`config.mk`:
```
export PLATFORM = sky130hd
export DESIGN_NAME = dram_req_scheduler_flat
export DESIGN_NICKNAME = d
export VERILOG_FILES = /design/src/rtl/dram_req_scheduler_if.sv /design/src/rtl/dram_req_scheduler.sv /design/src/flat_wrapper.sv
export SDC_FILE = /design/constraint.sdc
export NUM_CORES = 1
export LEC_CHECK = 0
export CAP_MARGIN = 20
export CELL_PAD_IN_SITES_DETAIL_PLACEMENT = 1
export CELL_PAD_IN_SITES_GLOBAL_PLACEMENT = 1
export CORE_MARGIN = 2
export CORE_UTILIZATION = 41
export CTS_CLUSTER_SIZE = 20
export DETAILED_ROUTE_END_ITERATION = 8
export GPL_TIMING_DRIVEN = 0
export PLACE_DENSITY = 0.76
export SKIP_LAST_GASP = 1
export SYNTH_ARGS = -nofsm -noshare
export SYNTH_HDL_FRONTEND = slang
export SYNTH_SLANG_ARGS = --single-unit
```
`constraint.sdc`:
```
create_clock -name CLK -period 3.08 [get_ports CLK]
set_clock_uncertainty 0.2 [all_clocks]
set_input_delay 0.616 -clock CLK [delete_from_list [all_inputs] [get_ports CLK]]
set_output_delay 0.616 -clock CLK [all_outputs]
set_load 0.01 [all_outputs]
```
`src/rtl/dram_req_scheduler_if.sv`:
```
// Requester-side and command_FSM-side signals of the DRAM request scheduler.
// The slave modport is the scheduler; master is the requesters plus command_FSM.
interface dram_req_scheduler_if #(
  parameter int NREQ   = 4,
  parameter int ROW_W  = 15,
  parameter int BANK_W = 4,
  parameter int COL_W  = 10
);
  localparam int ADDR_W = ROW_W + BANK_W + COL_W;
  localparam int ID_W   = (NREQ > 1) ? $clog2(NREQ) : 1;

  logic [NREQ-1:0]        req_valid;
  logic [NREQ-1:0]        req_wen;
  logic [NREQ*ADDR_W-1:0] req_addr;
  logic [NREQ-1:0]        req_done;
  logic [ID_W-1:0]        grant_id;
  logic [ADDR_W-1:0]      grant_addr;
  logic                   dREN;
  logic                   dWEN;
  logic [1:0]             row_stat;
  logic                   rf_req;
  logic                   acc_done;
  logic                   pre_done;
  logic                   ref_done;
  logic                   ref_ovf;

  modport master (
    output req_valid, req_wen, req_addr, acc_done, pre_done, ref_done,
    input  req_done, grant_id, grant_addr, dREN, dWEN, row_stat, rf_req, ref_ovf
  );

  modport slave (
    input  req_valid, req_wen, req_addr, acc_done, pre_done, ref_done,
    output req_done, grant_id, grant_addr, dREN, dWEN, row_stat, rf_req, ref_ovf
  );
endinterface

```
`src/rtl/dram_req_scheduler.sv`:
```
// Round-robin front end for command_FSM: one request in flight, open-row tracking
// per bank for HIT/MISS/CONFLICT, and refresh insertion at request boundaries.
module dram_req_scheduler #(
  parameter int NREQ       = 4,
  parameter int ROW_W      = 15,
  parameter int BANK_W     = 4,
  parameter int COL_W      = 10,
  parameter int REF_CYCLES = 6240
) (
  input  logic                CLK,
  input  logic                RST,
  dram_req_scheduler_if.slave bus
);
  localparam int ADDR_W = ROW_W + BANK_W + COL_W;
  localparam int ID_W   = (NREQ > 1) ? $clog2(NREQ) : 1;
  localparam int NBANK  = 2 ** BANK_W;
  localparam int CNT_W  = (REF_CYCLES > 1) ? $clog2(REF_CYCLES) : 1;

  localparam logic [1:0] ST_HIT  = 2'b01;
  localparam logic [1:0] ST_MISS = 2'b10;
  localparam logic [1:0] ST_CONF = 2'b11;

  typedef enum logic [2:0] {IDLE, ISSUE, WAIT_PRE, WAIT_ACC, REF_REQ, REF_WAIT} state_t;

  state_t              state_reg, state_next;
  logic [ID_W-1:0]     grant_id_reg;
  logic [ID_W-1:0]     rr_ptr_reg;
  logic [ADDR_W-1:0]   grant_addr_reg;
  logic                wen_reg;
  logic [NBANK-1:0]    bank_valid_reg;
  logic [ROW_W-1:0]    bank_row_reg [NBANK];
  logic [CNT_W-1:0]    ref_cnt_reg;
  logic                rf_pending_reg;
  logic                ref_ovf_reg;

  logic [ADDR_W-1:0]   req_addr_arr [NREQ];
  logic [NREQ-1:0]     valid_rot;
  logic                arb_hit;
  logic [ID_W-1:0]     arb_id;
  logic [ID_W:0]       arb_sum;
  logic [ID_W-1:0]     rr_next;
  logic [ROW_W-1:0]    grant_row;
  logic [BANK_W-1:0]   grant_bank;
  logic [1:0]          row_cls;
  logic                ref_expire;
  logic                grant_take, issue, pre_take, acc_take, rf_issue, ref_take;

  genvar gi;
  generate
    for (gi = 0; gi < NREQ; gi++) begin : g_req
      assign req_addr_arr[gi] = bus.req_addr[gi*ADDR_W +: ADDR_W];
      assign bus.req_done[gi] = acc_take && (grant_id_reg == ID_W'(gi));
    end
  endgenerate

  // Rotate so bit k is requester (rr_ptr + k) mod NREQ; lowest set bit wins.
  assign valid_rot = NREQ'({bus.req_valid, bus.req_valid} >> rr_ptr_reg);

  always_comb begin
    arb_hit = 1'b0;
    arb_id  = '0;
    arb_sum = '0;
    for (int k = NREQ - 1; k >= 0; k--) begin
      if (valid_rot[k]) begin
        arb_hit = 1'b1;
        arb_sum = {1'b0, rr_ptr_reg} + (ID_W+1)'(k);
        if (arb_sum >= (ID_W+1)'(NREQ)) arb_sum = arb_sum - (ID_W+1)'(NREQ);
        arb_id  = arb_sum[ID_W-1:0];
      end
    end
  end

  assign rr_next    = (arb_id == ID_W'(NREQ - 1)) ? '0 : arb_id + 1'b1;
  assign grant_row  = grant_addr_reg[ADDR_W-1 -: ROW_W];
  assign grant_bank = grant_addr_reg[COL_W +: BANK_W];
  assign ref_expire = (ref_cnt_reg == CNT_W'(REF_CYCLES - 1));

  always_comb begin
    if (!bank_valid_reg[grant_bank])                row_cls = ST_MISS;
    else if (bank_row_reg[grant_bank] == grant_row) row_cls = ST_HIT;
    else                                            row_cls = ST_CONF;
  end

  always_comb begin
    state_next = state_reg;
    grant_take = 1'b0;
    issue      = 1'b0;
    pre_take   = 1'b0;
    acc_take   = 1'b0;
    rf_issue   = 1'b0;
    ref_take   = 1'b0;
    unique case (state_reg)
      IDLE: begin
        if (rf_pending_reg) begin
          state_next = REF_REQ;
        end else if (arb_hit) begin
          grant_take = 1'b1;
          state_next = ISSUE;
        end
      end
      ISSUE: begin
        issue      = 1'b1;
        state_next = (row_cls == ST_CONF) ? WAIT_PRE : WAIT_ACC;
      end
      WAIT_PRE: begin
        if (bus.pre_done) begin
          pre_take   = 1'b1;
          state_next = ISSUE;
        end
      end
      WAIT_ACC: begin
        if (bus.acc_done) begin
          acc_take   = 1'b1;
          state_next = IDLE;
        end
      end
      REF_REQ: begin
        rf_issue   = 1'b1;
        state_next = REF_WAIT;
      end
      REF_WAIT: begin
        if (bus.ref_done) begin
          ref_take   = 1'b1;
          state_next = IDLE;
        end
      end
      default: state_next = IDLE;
    endcase
  end

  always_ff @(posedge CLK) begin
    if (RST) begin
      state_reg      <= IDLE;
      grant_id_reg   <= '0;
      grant_addr_reg <= '0;
      wen_reg        <= 1'b0;
      rr_ptr_reg     <= '0;
      bank_valid_reg <= '0;
      ref_cnt_reg    <= '0;
      rf_pending_reg <= 1'b0;
      ref_ovf_reg    <= 1'b0;
    end else begin
      state_reg <= state_next;
      if (grant_take) begin
        grant_id_reg   <= arb_id;
        grant_addr_reg <= req_addr_arr[arb_id];
        wen_reg        <= bus.req_wen[arb_id];
        rr_ptr_reg     <= rr_next;
      end
      if (pre_take) bank_valid_reg[grant_bank] <= 1'b0;
      if (acc_take) bank_valid_reg[grant_bank] <= 1'b1;
      if (ref_take) bank_valid_reg <= '0;
      // A new expiry outranks the clear in REF_REQ so no interval is lost.
      if (ref_expire) begin
        ref_cnt_reg    <= '0;
        rf_pending_reg <= 1'b1;
        if (rf_pending_reg) ref_ovf_reg <= 1'b1;
      end else begin
        ref_cnt_reg <= ref_cnt_reg + 1'b1;
        if (rf_issue) rf_pending_reg <= 1'b0;
      end
    end
  end

  always_ff @(posedge CLK) begin
    if (acc_take) bank_row_reg[grant_bank] <= grant_row;
  end

  assign bus.grant_id   = grant_id_reg;
  assign bus.grant_addr = grant_addr_reg;
  assign bus.dREN       = issue & ~wen_reg;
  assign bus.dWEN       = issue & wen_reg;
  assign bus.row_stat   = issue ? row_cls : 2'b00;
  assign bus.rf_req     = rf_issue;
  assign bus.ref_ovf    = ref_ovf_reg;
endmodule

```
`src/flat_wrapper.sv`:
```
// flat-port wrapper written by rule: the top's interface ports become plain ports
module dram_req_scheduler_flat 
#(
  parameter int NREQ       = 4,
  parameter int ROW_W      = 15,
  parameter int BANK_W     = 4,
  parameter int COL_W      = 10,
  parameter int REF_CYCLES = 6240
)
  (CLK, RST, bus_req_valid, bus_req_wen, bus_req_addr, bus_acc_done, bus_pre_done, bus_ref_done, bus_req_done, bus_grant_id, bus_grant_addr, bus_dREN, bus_dWEN, bus_row_stat, bus_rf_req, bus_ref_ovf);
  dram_req_scheduler_if #(.NREQ(NREQ), .ROW_W(ROW_W), .BANK_W(BANK_W), .COL_W(COL_W)) bus_i ();
  input  logic CLK;
  input  logic RST;
  input wire logic [$bits(bus_i.req_valid)-1:0] bus_req_valid;
  input wire logic [$bits(bus_i.req_wen)-1:0] bus_req_wen;
  input wire logic [$bits(bus_i.req_addr)-1:0] bus_req_addr;
  input wire logic [$bits(bus_i.acc_done)-1:0] bus_acc_done;
  input wire logic [$bits(bus_i.pre_done)-1:0] bus_pre_done;
  input wire logic [$bits(bus_i.ref_done)-1:0] bus_ref_done;
  output wire logic [$bits(bus_i.req_done)-1:0] bus_req_done;
  output wire logic [$bits(bus_i.grant_id)-1:0] bus_grant_id;
  output wire logic [$bits(bus_i.grant_addr)-1:0] bus_grant_addr;
  output wire logic [$bits(bus_i.dREN)-1:0] bus_dREN;
  output wire logic [$bits(bus_i.dWEN)-1:0] bus_dWEN;
  output wire logic [$bits(bus_i.row_stat)-1:0] bus_row_stat;
  output wire logic [$bits(bus_i.rf_req)-1:0] bus_rf_req;
  output wire logic [$bits(bus_i.ref_ovf)-1:0] bus_ref_ovf;
  assign bus_i.req_valid = bus_req_valid;
  assign bus_i.req_wen = bus_req_wen;
  assign bus_i.req_addr = bus_req_addr;
  assign bus_i.acc_done = bus_acc_done;
  assign bus_i.pre_done = bus_pre_done;
  assign bus_i.ref_done = bus_ref_done;
  assign bus_req_done = bus_i.req_done;
  assign bus_grant_id = bus_i.grant_id;
  assign bus_grant_addr = bus_i.grant_addr;
  assign bus_dREN = bus_i.dREN;
  assign bus_dWEN = bus_i.dWEN;
  assign bus_row_stat = bus_i.row_stat;
  assign bus_rf_req = bus_i.rf_req;
  assign bus_ref_ovf = bus_i.ref_ovf;
  dram_req_scheduler #(.NREQ(NREQ), .ROW_W(ROW_W), .BANK_W(BANK_W), .COL_W(COL_W), .REF_CYCLES(REF_CYCLES)) u_core (.CLK(CLK), .RST(RST), .bus(bus_i));
endmodule
```
==> results.toml <==
[global_route]
grt_pass1_vias = 9757
antenna_found_initial = 0
grt_pass1_wl_um = 60830
grt_overflow_total = 0
grt_max_degree = 23
grt_use_total = 0.2445

[clocking]
cts_buffer_depth = 3
clk_latency_ps = 520
cts_tree = "built"
clk_pin_slew_ps = 60
htreeDepth = 2
cts_buffers = 34
cts_sinks = 312
clock-root-buffer = "clkbuf_16"

[sta]
hold_viol_final = 0
post-route-min-period_ps = 4133
rsz0062_at_grt = "yes"
max_slew.worst_pin.slew_ps = 1028
whs_ps = 267.3
finalCritPeriodShare = 1.342
fmax_ghz = 0.2420
slew_headroom = 0.3135
setup_viol = 2
setup_ws_ps = -1053
setup-tns-final_ps = -1105
report.final.slew_viol_count = 0

[cells_and_area]
finish.utilization = 0.5380
design_area_um2 = 17070
drive_gt1_frac = 0.1643
nFillCells = 3143
final_nets = 1287
regArea_um2 = 8661
area_growth_pct = 28.35
largest_reg_flops = 240
n_antenna_cell = 0
multi_input_area_um2 = 4519

[logic_synthesis]
synthArstFlopShare = 0
ys.flop_type = "edfxtp_1"
syn_nets = 1070
synthesis.area_um2 = 13300
yosysUniqueCellTypes = 45
ys_seq_elements = 312
synth_warnings = 0
syn_inst = 939
syn-mean-instance-area_um2 = 14.16
ys_seq_area_frac = 0.6505
synth_edf_count = 240

[die]
start_util = 0.4192
ios = 170
rows = 65
die_w_um = 184.1
die_area_um2 = 33880
coreArea_um2 = 31720
die_h_um = 184.1

[critical_path]
r2r_slack_ps = 60
cp_data_arrival_time_ps = 3320
critPathBufInv = 6
required_ps = 2260
max_stage_delay_ps = 390
path_delay_family = "buffers and inverters"
crit_path_start_kind = "register"
critPathSlowestCell = "dfxtp_2"
crit_type = "register to primary output"
crit_chain = "buf_8, buf_8, buf_6, buf_2, nor2b_1, a221oi_1, nor4_4, buf_4, nand4_1, and2_4, buf_6"
end_kind = "primary output"
cp_max_fo = 10

[outcome]
status = "finished with violations"
violations = "setup timing"

[job]
max_cap_violations = 0

[power]
static-leakage-power_nw = 5.789
powerDensity_nw_per_um2 = 655.0
ir_worst_vdd_mv = 0.2931

[detailed_routing]
routedWlPerCell_um = 25.87
num_vias = 9147
drtPass1Iterations = 5
drtAntennaViolNets = 0
drc = 0
viasPerCell = 5.778
routed_wl_um = 40950
drt_iter0_markers = 601

[placement]
dpl.hpwl_um = 27540
preCtsSetupSlack_ps = -1865
gp_congestion = 0.9051
port_buffers = 168
dpl_cell_area_um2 = 15510

[hold_path]
hold_path.class = "register to register"
## cell families after synthesis
kind of cell	share of synthesized area
AO/OA/AOI/OAI	0.07802
buffers and inverters	0.02419
AND/OR/NAND/NOR	0.09081
multiplexers	0.1256
XOR/XNOR	0.02899
flip-flops	0.6505
adder cells (fa/ha/maj)	0.001882
## placed cells by master, fill, tap and decap left out, types with 15 or more instances in the layout
cell,count
edfxtp_1,240
clkdlybuf4s50_1,165
nand2_1,86
nor2_1,68
dfxtp_1,68
mux4_2,63
a21oi_1,62
clkbuf_1,35
clkbuf_16,34
and2_1,33
a211oi_1,33
a311oi_1,28
xor2_1,23
mux2i_1,22
inv_1,22
xnor2_1,18
o21ai_0,18
buf_4,15
## cells in the mapped netlist (2+ instances only)
master    count  area, µm²
nand3b_1      4      30.03
ha_1          2      25.02
xnor2_1      19      166.4
nor2b_1       9      56.30
nor2_1       69      259.0
inv_1        22      82.58
o21ai_0      18      90.09
buf_2        14      70.07
nand2b_1      3      18.77
a211oi_1     33      247.7
clkbuf_1     40      150.1
a21oi_1      62      310.3
mux4_2       63       1419
nand4_1       9      56.30
nand3_1      11      55.05
nor4_1        4      25.02
xor2_1       25      219.0
and3_1        4      25.02
buf_1         4      15.01
and2_1       35      219.0
mux2i_1      24      240.2
edfxtp_1    240       7207
a31oi_1       3      18.77
nor3_1        9      45.04
nand2_1      86      322.8
nor3b_1       6      45.04
a311oi_1     31      271.5
dfxtp_1      72       1441
or2_2         2      12.51
## worst register-to-register path, delay by kind of cell (launching register included)
kind | cells | cell delay [ps]
compound gates | 3 | 680
xor+xnor | 1 | 110
buf+inv | 2 | 330
flops | 1 | 360
mux | 2 | 700
simple gates | 1 | 570
## worst paths after layout
check | startpoint | endpoint | cells past startpoint
worst max-delay path | register | bus_row_stat[1] | 11
worst min-delay path | u_core.ref_cnt_reg[0]$_SDFF_PP0_ | u_core.ref_cnt_reg[0]$_SDFF_PP0_ | 1
worst max register to register | register | u_core.state_reg[0]$_SDFFE_PP0P_ | 9
worst min register to register | u_core.ref_cnt_reg[0]$_SDFF_PP0_ | u_core.ref_cnt_reg[0]$_SDFF_PP0_ | 1
## what timing repair did
item | in CTS | in global routing
endpoints found under the setup margin | 90 | 42
gates cloned | 2 | 0
setup buffers | 9 | 4
pin swaps | 5 | 5
gates resized for setup | 69 | 40
hold buffers | 0 | 0
## final cells by class
type	instances	share of cell area
multi-input cells	546	0.2648
inverters	23	0.005132
flip-flops and latches	312	0.5075
clock buffers	47	0.05506
well taps	402	0.02947
clock inverters	14	0.007405
repair buffers	182	0.1076
plain buffers	57	0.02295
## per-stage QoR
stage	total power, mW	cells
after global routing	11.58	1583
after global placement	7.030	1509
after floorplan	6.201	939
after detailed placement	7.095	1509
final	11.18	1583
after CTS	11.15	1580
## routing by layer
metal / GRT usage / vias up / wire length, µm
met5: 0 / - / 0
met1: 0.3019 / 4646 / 16100
li1: - / 4027 / -
met3: 0.04754 / 61 / 2721
met4: 0.07424 / 0 / 978
met2: 0.4344 / 413 / 21150
## where the power goes
group | internal (mW) | switching (mW)
clock | 2.24 | 1.67
sequential | 4.75 | 0.306
combinational | 1.05 | 1.17
total | 8.03 | 3.14
Note: power is estimated with default switching activity, not from simulation.
